### config.mk
export PLATFORM = sky130hd
export DESIGN_NAME = motoro3_phase_mon
export DESIGN_NICKNAME = d
export VERILOG_FILES = /design/src/rtl/motoro3_phase_mon_pkg.sv /design/src/rtl/motoro3_dead_chk.sv /design/src/rtl/motoro3_phase_mon.sv
export SDC_FILE = /design/constraint.sdc
export NUM_CORES = 1
export LEC_CHECK = 0
export CAP_MARGIN = 10
export CORE_ASPECT_RATIO = 1.5
export CORE_MARGIN = 2
export CORE_UTILIZATION = 55
export CTS_CLUSTER_DIAMETER = 80
export DETAILED_ROUTE_END_ITERATION = 10
export HOLD_SLACK_MARGIN = 0.02
export PLACE_DENSITY = 0.74
export SYNTH_ARGS = -nofsm -noshare
export SYNTH_HDL_FRONTEND = slang
export SYNTH_HIERARCHICAL = 1
export SYNTH_SLANG_ARGS = --single-unit
### constraint.sdc
create_clock -name clk -period 5.3 [get_ports clk]
set_input_delay 1.06 -clock clk [delete_from_list [all_inputs] [get_ports clk]]
set_output_delay 1.06 -clock clk [all_outputs]
set_load 0.01 [all_outputs]
### src/rtl/motoro3_phase_mon_pkg.sv
// Shared types and helpers for the motoro3 gate-drive phase monitor.
package motoro3_phase_mon_pkg;

  // Output code meaning "no step decoded / not locked".
  localparam logic [2:0] STEP_NONE = 3'd7;

  typedef enum logic [1:0] {
    IDLE = 2'd0,
    LOCK = 2'd1,
    RUN  = 2'd2
  } m3State_t;

  // The on-vector is ordered {aH, aL, bH, bL, cH, cL}, with 1 = device conducting.
  // Returns the commutation step 0..5 that this vector represents, or STEP_NONE.
  function automatic logic [2:0] decodeStep(input logic [5:0] onVec);
    logic [2:0] s;
    case (onVec)
      6'b100100: s = 3'd0;  // A high, B low
      6'b100001: s = 3'd1;  // A high, C low
      6'b001001: s = 3'd2;  // B high, C low
      6'b011000: s = 3'd3;  // B high, A low
      6'b010010: s = 3'd4;  // C high, A low
      6'b000110: s = 3'd5;  // C high, B low
      default:   s = STEP_NONE;
    endcase
    return s;
  endfunction

  // (newS - oldS) mod 6 for steps in 0..5.
  function automatic logic [2:0] stepDelta(input logic [2:0] newS, input logic [2:0] oldS);
    logic [3:0] t;
    t = {1'b0, newS} + 4'd6 - {1'b0, oldS};
    if (t >= 4'd6) t = t - 4'd6;
    return t[2:0];
  endfunction

endpackage

### src/rtl/motoro3_dead_chk.sv
// Per-phase checker: reports shoot-through and too-short dead time between
// one device of a phase turning off and its complement turning on.
module motoro3_dead_chk #(
  parameter int DEAD_MIN = 10
) (
  input  logic clk,
  input  logic rst,
  input  logic hOn,
  input  logic lOn,
  output logic deadViol,
  output logic shootViol
);

  localparam int CW = $clog2(DEAD_MIN + 1);
  localparam logic [CW-1:0] SAT = CW'(DEAD_MIN);

  logic hPrev, lPrev;
  logic offWasH;            // which device of this phase turned off last
  logic [CW-1:0] offCnt;    // cycles both-off since that turn-off, saturating
  logic hFall, lFall, hRise, lRise;

  assign hFall = hPrev & ~hOn;
  assign lFall = lPrev & ~lOn;
  assign hRise = ~hPrev & hOn;
  assign lRise = ~lPrev & lOn;

  assign shootViol = hOn & lOn;
  // A simultaneous off/on swap is a zero-length gap and always a violation.
  assign deadViol = (lRise & (hFall | (offWasH & (offCnt < SAT)))) |
                    (hRise & (lFall | (~offWasH & (offCnt < SAT))));

  // Track previous levels and time since the most recent turn-off.
  always_ff @(posedge clk) begin
    if (rst) begin
      hPrev   <= 1'b0;
      lPrev   <= 1'b0;
      offWasH <= 1'b0;
      offCnt  <= SAT;
    end else begin
      hPrev <= hOn;
      lPrev <= lOn;
      if (hFall | lFall) begin
        offCnt  <= CW'(1);
        offWasH <= hFall;
      end else if (offCnt < SAT) begin
        offCnt <= offCnt + 1'b1;
      end
    end
  end

endmodule

### src/rtl/motoro3_phase_mon.sv
// Monitor for the six motoro3 gate-drive lines: decodes commutation step,
// direction and step period, and raises sticky protection faults.
module motoro3_phase_mon
  import motoro3_phase_mon_pkg::*;
#(
  parameter int CNT_W     = 24,
  parameter int DEAD_MIN  = 10,
  parameter int STALL_CYC = 2000000
) (
  input  logic             clk,
  input  logic             rst,
  input  logic             aHP,
  input  logic             aLN,
  input  logic             bHP,
  input  logic             bLN,
  input  logic             cHP,
  input  logic             cLN,
  input  logic             m3faultClr,
  output logic [2:0]       m3step,
  output logic             m3running,
  output logic             m3dirRev,
  output logic             m3dirChg,
  output logic [CNT_W-1:0] m3period,
  output logic             m3periodVld,
  output logic             m3stalled,
  output logic             m3shootFlt,
  output logic             m3deadFlt,
  output logic             m3seqErr
);

  localparam logic [CNT_W-1:0] STALL_LIM = CNT_W'(STALL_CYC);

  logic [5:0] onReg;
  logic       clrReg;
  logic [2:0] deadViol, shootViol;

  m3State_t         stateReg, stateNext;
  logic [2:0]       stepReg, stepNext, lastStepReg, lastStepNext;
  logic             dirRevReg, dirRevNext, dirChgReg, dirChgNext;
  logic [CNT_W-1:0] periodReg, periodNext, cntReg, cntNext, cntInc;
  logic             periodVldReg, periodVldNext, stalledReg, stalledNext;
  logic             shootFltReg, deadFltReg, seqErrReg, seqEvt;

  logic [2:0] newStep, delta;
  logic       stepValid, stepChg, badPat, stallHit;

  // Register the raw drive lines once, converted to active-high "on" flags.
  always_ff @(posedge clk) begin
    if (rst) begin
      onReg  <= '0;
      clrReg <= 1'b0;
    end else begin
      onReg  <= {aHP, ~aLN, bHP, ~bLN, cHP, ~cLN};
      clrReg <= m3faultClr;
    end
  end

  for (genvar gi = 0; gi < 3; gi++) begin : gPhase
    motoro3_dead_chk #(.DEAD_MIN(DEAD_MIN)) uDeadChk (
      .clk      (clk),
      .rst      (rst),
      .hOn      (onReg[5 - 2*gi]),
      .lOn      (onReg[4 - 2*gi]),
      .deadViol (deadViol[gi]),
      .shootViol(shootViol[gi])
    );
  end

  assign newStep   = decodeStep(onReg);
  assign stepValid = (newStep != STEP_NONE);
  // lastStepReg survives a stall, so a still-held pattern does not re-lock.
  assign stepChg   = stepValid && (newStep != lastStepReg);
  // Zero or one device on is PWM chopping; anything else off-table is an error.
  assign badPat    = !stepValid && ($countones(onReg) > 1);
  assign delta     = stepDelta(newStep, lastStepReg);
  assign cntInc    = (&cntReg) ? cntReg : cntReg + 1'b1;
  assign stallHit  = (cntInc >= STALL_LIM);

  // Next-state logic for the lock/run FSM, period capture and stall detection.
  always_comb begin
    stateNext     = stateReg;
    stepNext      = stepReg;
    lastStepNext  = lastStepReg;
    dirRevNext    = dirRevReg;
    dirChgNext    = 1'b0;
    periodNext    = periodReg;
    periodVldNext = 1'b0;
    stalledNext   = stalledReg;
    seqEvt        = badPat;
    cntNext       = stepChg ? '0 : cntInc;
    case (stateReg)
      IDLE: begin
        if (stepChg) begin
          stateNext    = LOCK;
          stepNext     = newStep;
          lastStepNext = newStep;
          stalledNext  = 1'b0;
        end
      end
      LOCK: begin
        if (stepChg) begin
          stepNext     = newStep;
          lastStepNext = newStep;
          if (delta == 3'd1) begin
            stateNext  = RUN;
            dirRevNext = 1'b0;
          end else if (delta == 3'd5) begin
            stateNext  = RUN;
            dirRevNext = 1'b1;
          end else begin
            seqEvt = 1'b1;
          end
        end else if (stallHit) begin
          stateNext   = IDLE;
          stepNext    = STEP_NONE;
          stalledNext = 1'b1;
        end
      end
      RUN: begin
        if (stepChg) begin
          stepNext     = newStep;
          lastStepNext = newStep;
          if ((delta == 3'd1) || (delta == 3'd5)) begin
            periodNext    = cntInc;
            periodVldNext = 1'b1;
            if ((delta == 3'd5) != dirRevReg) begin
              dirRevNext = ~dirRevReg;
              dirChgNext = 1'b1;
            end
          end else begin
            seqEvt    = 1'b1;
            stateNext = LOCK;
          end
        end else if (stallHit) begin
          stateNext   = IDLE;
          stepNext    = STEP_NONE;
          stalledNext = 1'b1;
        end
      end
      default: stateNext = IDLE;
    endcase
  end

  // State and status registers; sticky faults let a new fault beat a clear.
  always_ff @(posedge clk) begin
    if (rst) begin
      stateReg     <= IDLE;
      stepReg      <= STEP_NONE;
      lastStepReg  <= STEP_NONE;
      dirRevReg    <= 1'b0;
      dirChgReg    <= 1'b0;
      periodReg    <= '0;
      periodVldReg <= 1'b0;
      stalledReg   <= 1'b0;
      cntReg       <= '0;
      shootFltReg  <= 1'b0;
      deadFltReg   <= 1'b0;
      seqErrReg    <= 1'b0;
    end else begin
      stateReg     <= stateNext;
      stepReg      <= stepNext;
      lastStepReg  <= lastStepNext;
      dirRevReg    <= dirRevNext;
      dirChgReg    <= dirChgNext;
      periodReg    <= periodNext;
      periodVldReg <= periodVldNext;
      stalledReg   <= stalledNext;
      cntReg       <= cntNext;
      shootFltReg  <= (|shootViol) | (shootFltReg & ~clrReg);
      deadFltReg   <= (|deadViol)  | (deadFltReg  & ~clrReg);
      seqErrReg    <= seqEvt       | (seqErrReg   & ~clrReg);
    end
  end

  assign m3step      = stepReg;
  assign m3running   = (stateReg == RUN);
  assign m3dirRev    = dirRevReg;
  assign m3dirChg    = dirChgReg;
  assign m3period    = periodReg;
  assign m3periodVld = periodVldReg;
  assign m3stalled   = stalledReg;
  assign m3shootFlt  = shootFltReg;
  assign m3deadFlt   = deadFltReg;
  assign m3seqErr    = seqErrReg;

endmodule

[Yosys cells after proc, flatten, opt, wreduce, memory -nomap -nowiden]
Cells that the tools add are included.
Widths: inputs -> output; s select.
Cells by class
  add/subtract/negate cells: 12
  order comparisons: 6
  equality and inequality tests: 24
  muxes and demuxes: 40
  bitwise logic cells: 68
  reduce and logical (&&, ||, !) cells: 27
Operators with widths (count)
  $and 1x1->1: 30
  $add 24x1->24 const B: 1
  $ge 24x21->1 const B: 1
  $mux 24: 1
  $mux 4: 6
  $reduce_and 24->1: 1
  $not 1->1: 23
  $pmux 3 s6: 1
  $mux 1: 16
  $or 1x1->1: 15
  $mux 2: 7
  $add 4x1->4 const B: 3
  $eq 6x5->1 const B: 2
  $eq 6x6->1 const B: 2
  $lt 4x4->1 const B: 3
  $mux 3: 4
  $reduce_or 3->1: 4
  $reduce_bool 2->1: 5
  $reduce_or 2->1: 5
  $ne 3x3->1 const B: 3
  $reduce_and 3->1: 3
  $ne 2x1->1 const B: 4
  $add 1x1->2: 3
  $eq 6x3->1 const B: 1
  other kinds (28): 33
Storage, ports and cells
  bits in registers: 91
  bits of input ports: 9
  output and inout port bits: 35
  word-level logic and storage cells: 206

[Logic depth before layout (Yosys ltp)]
  depth after elaboration: 12
  gate-level depth with buffers: 21
  gate-level depth less buffers: 20

[By module]
The synthesis kept the hierarchy.
Modules (own cells, without submodules)
  motoro3_phase_mon: times used 1, cells an instance 395, area each 3403.3 um^2, seq. area each 1401.3 um^2
  motoro3_dead_chk: times used 3, cells an instance 35, area each 329.1 um^2, seq. area each 140.1 um^2

[Worst setup path after synthesis]
Ideal clock, no wire load.
  path kind: register -> register
  start point: register onReg[0]
  end point: register stateReg[0]
  library setup time: 0.058 ns
  arrival: 3.984 ns
  data required time: 5.242 ns
  path slack: 1.258 ns
  cell stages (with the launch flop): 20
  path buffers: 0
  period minus slack after synthesis: 4.042 ns
  cells stage by stage: dfxtp_1 inv_1 ha_1 nand3b_1 a211oi_1 nor3_1 a21o_1 inv_1 ha_1 inv_1 ha_1 inv_1 fa_1 xor2_1 and3_1 a211o_1 a211oi_1 nor2_1 a2111oi_0 o21a_1
Between the ends
  longest elaborated chain between the ends: 10
  elaborated cells on any way between the ends: 26
  classes of those cells: add/sub: 3; order compare: 1; eq/ne: 13; mux: 6; reduce/logical: 3
Ends and longest elaborated chain
  start, declared: line motoro3_phase_mon.sv:33  | logic [5:0] onReg;
  start signal, assigned: line motoro3_phase_mon.sv:53  | onReg <= {aHP, ~aLN, bHP, ~bLN, cHP, ~cLN};
  $eq 6x3->1, or another cell as far along: line motoro3_phase_mon_pkg.sv:17  | case (onVec)
  $pmux 3 s6 *: line motoro3_phase_mon_pkg.sv:17
  $add 3x3->4: line motoro3_phase_mon_pkg.sv:32  | t = {1'b0, newS} + 4'd6 - {1'b0, oldS};
  $sub 4x3->4: line motoro3_phase_mon_pkg.sv:32
  $ge 4x3->1 / $sub 3x3->3 (equally long branches): line motoro3_phase_mon_pkg.sv:33  | if (t >= 4'd6) t = t - 4'd6;
  $mux 3: line motoro3_phase_mon_pkg.sv:33
  $eq 3x1->1 / $eq 3x3->1 (equally long branches): line motoro3_phase_mon.sv:104, motoro3_phase_mon.sv:123, motoro3_phase_mon.sv:107
  $mux 2 / $logic_or 1x1->1 (equally long branches): line motoro3_phase_mon.sv:104, motoro3_phase_mon.sv:123
  $mux 2 / $ne 3x3->1 (equally long branches)
  $pmux 2 s3 / $reduce_and 3->1 (equally long branches)
  end signal, assigned: line motoro3_phase_mon.sv:160  | stateReg <= stateNext;
  end, declared: line motoro3_phase_mon.sv:37  | m3State_t stateReg, stateNext;
Mark *: on every way between the ends. The rest lies on a longest branch, timed or not.
A chain may end at the register's enable or synchronous reset.

[Final worst setup path]
  start point: register onReg[1]
  end point: register stateReg[0]
The elaborated chain is that of the path after synthesis.

==> results.yml <==
logic_synthesis:
  yosysUniqueCellTypes: 68
  ys_ff_latch: 91
  yosys.area.top_type_share: 0.415
  yosysMostFrequentCell: "dfxtp_1"
  syn_inst: 500
  synthTopCellsByArea: "dfxtp_1 41%, nor2_1 7.2%, ha_1 4.3%, a211oi_1 4.1%, a21oi_1 3.0%"
  synth_ff_type: "dfxtp_1"
  synthesis.nets: 528
  async_flop_share: 0
  synth_area_sq_mm: 0.00439
  syn_avg_cell_area_sq_um: 8.78
  synth_top_area_cell: "dfxtp_1"
  synth_edf_count: 0
  ys_seq_area_frac: 0.415
  synthTopCellsByCount: "91 x dfxtp_1, 84 x nor2_1, 32 x nand2_1"
  ys_warn_count: 6
placed_design:
  gp_congestion: 0.880
  port_buffers: 43
  place_area_sq_mm: 0.00489
  dpl.hpwl_microns: 6770
  dp.cells: 630
cells_and_area:
  fillers: 654
  antenna_cells: 0
  drive_above_1_share: 0.0662
  finalNonFillerCells: 646
  synthToLayoutAreaGrowth_pct: 19.0
  final_area_sq_mm: 0.00522
  register_area_sq_mm: 0.00182
  nNetsFinal: 567
  multiInputGateArea_sq_mm: 0.00238
clock_tree:
  clk_latency_ns: 0.34
  cts_tree: "yes"
  cts_max_path_buffers: 2
  cts-buffers-inserted: 9
  cts-resized-gates: 0
  clk_pin_slew_ns: 0.06
  clock-root-buffer: "clkbuf_16"
  cts_setup_buffers: 0
  htreeDepth: 3
  cts_hold_buf: 0
  clock_sinks: 91
power:
  power_density_mw_per_mm2: 303
  power_leakage_nw: 1.98
  peakVddDrop_uv: 301
route:
  drtAntennaViolNets: 0
  dr.pass1.iters: 4
  wl_microns: 9420
  dr_total_vias: 3594
  wl_per_cell_microns: 14.6
  initialDrtViolationCount: 142
  drc_errors: 0
  via_per_inst: 5.56
critical_path:
  crit_family: "compound AO/OA/AOI/OAI gates"
  cp_max_fo: 7
  startpoint: "onReg[1]"
  reg2reg_to: "stateReg[0]"
  crit_required_ns: 5.59
  r2r_cells: 19
  crit_cells: 19
  crit_arrival_ns: 4.89
  r2r_start: "onReg[1]"
  worstSetupEndpointType: "register"
  critPathLaunchType: "register"
  worst-path-buf-inv: 4
  max_stage_delay_ns: 0.55
  crit_chain: "inv_1, ha_1, nand3b_1, a211oi_1, nor3_1, a21o_1, inv_1, ha_1, inv_1, ha_1, inv_1, fa_1, xor2_1, and3_1, a211o_1, a211oi_1, nor2_1, a2111oi_0, o21a_1"
  crit_type: "register to register"
  crit_top_cell: "inv_1"
  reg2reg_setup_slack_ns: 0.70
  crit_slowest_cell: "nor3_1"
timing:
  slew_headroom: 0.452
  worst_pin_slew_ns: 0.820
  max_clock_freq_ghz: 0.217
  finalHoldViolations: 0
  period_share: 0.868
  rsz0062_at_grt: "false"
  final.setup.tns_ns: 0
  slew_viol_final: 0
  min_period_ns: 4.60
  setup_viol: 0
  fin_skew_ns: 0.00562
worst_hold_path:
  hold_path.class: "register to register"
  hp-start: "m3shootFlt"
  min_to: "m3shootFlt"
  hold_depth: 2
global_route:
  grt_overflow: 0
  grt_pass1_vias: 3583
  grt_first_pass_wirelength_microns: 16000
  grt_max_degree: 65
  track_usage: 0.227
  antenna_found_initial: 0
die:
  initial_utilization: 0.573
  fp.dieH_microns: 113
  die_width_microns: 77.0
  num_rows: 39
  fp.coreArea_sq_mm: 0.00766
  io_pins: 44
  design.die.area_sq_mm: 0.00873
run_status:
  status: "complete, no violations"
flow_run:
  maxCapViolCount: 0
[per-stage QoR]
| stage | power [mW] | utilization | hold slack [ns] | setup slack [ns] |
|---|---|---|---|---|
| 2_1_floorplan | 0.849 | - | 0.443 | 1.26 |
| 3_3_place_gp | 0.886 | 0.638 | 0.444 | 0.951 |
| 3_5_place_dp | 0.893 | 0.638 | 0.449 | 0.715 |
| 4_1_cts | 1.60 | 0.682 | 0.459 | 0.688 |
| 5_1_grt | 1.65 | 0.682 | 0.501 | 0.107 |
| 6_report | 1.58 | 0.682 | 0.456 | 0.700 |
[final cells by class]
type	count	share of cell area
Clock buffer	11	0.0484
Clock inverter	5	0.0161
Inverter	30	0.0216
Multi-Input combinational cell	362	0.456
Sequential cell	91	0.349
Tap cell	102	0.0244
Timing Repair Buffer	45	0.0843
[placed cells by master (no fill, tap or decap), types with 9 or more instances in the layout]
cell / netlist / layout
a211oi_1: 24 / 24
a21oi_1: 26 / 26
clkbuf_16: 0 / 9
clkdlybuf4s50_1: 0 / 42
dfxtp_1: 91 / 91
ha_1: 15 / 15
inv_1: 30 / 30
nand2_1: 32 / 32
nand3_1: 12 / 12
nor2_1: 84 / 84
nor2b_1: 11 / 11
nor3_1: 9 / 9
o21ai_0: 9 / 9
xnor2_1: 11 / 11
xor2_1: 14 / 14
[worst max-delay path by stage]
stage,to,slack (ns)
CTS,stateReg[0],0.69
global placement,stateReg[0],0.95
finish,stateReg[0],0.70
floorplan,stateReg[0],1.26
detailed placement,stateReg[0],0.71
global route,stateReg[0],0.11
[layer usage]
layer / GRT usage / share of wire
met1: 0.236 / 0.41
met5: 0 / 0
met4: 0.0909 / 0.020
met3: 0.0506 / 0.032
met2: 0.433 / 0.54
[where the power goes]
part	switching (mW)	total, mW	internal (mW)
logic	0.0802	0.148	0.0677
clock network	0.266	0.706	0.440
registers	0.0237	0.729	0.706
[flip-flops by register name (all words and copies together), names as in the netlist]
register                 flops
clrReg                       1
cntReg                      24
gPhase.uDeadChk/hPrev        3
gPhase.uDeadChk/lPrev        3
gPhase.uDeadChk/offCnt      12
gPhase.uDeadChk/offWasH      3
lastStepReg                  3
m3deadFlt                    1
m3dirChg                     1
m3dirRev                     1
m3period                    24
m3periodVld                  1
m3seqErr                     1
m3shootFlt                   1
m3stalled                    1
m3step                       3
onReg                        6
stateReg                     2
[kinds of logic (layout without fill, tap and decap cells)]
group           after synthesis  after routing  synth area share
compound gates              110            110             0.179
xor+xnor                     25             25            0.0499
mux                           8              8            0.0185
buf+inv                      47             91            0.0436
flops                        91             91             0.415
fa+ha+maj                    19             19            0.0610
simple gates                200            200             0.233
[tightest hold or removal path: stages, from the launching register on]
cell     delay [ns]
dfxtp_1        0.31
nand2_1        0.05
a21oi_1        0.05
Power figures use the tool's default switching activity.
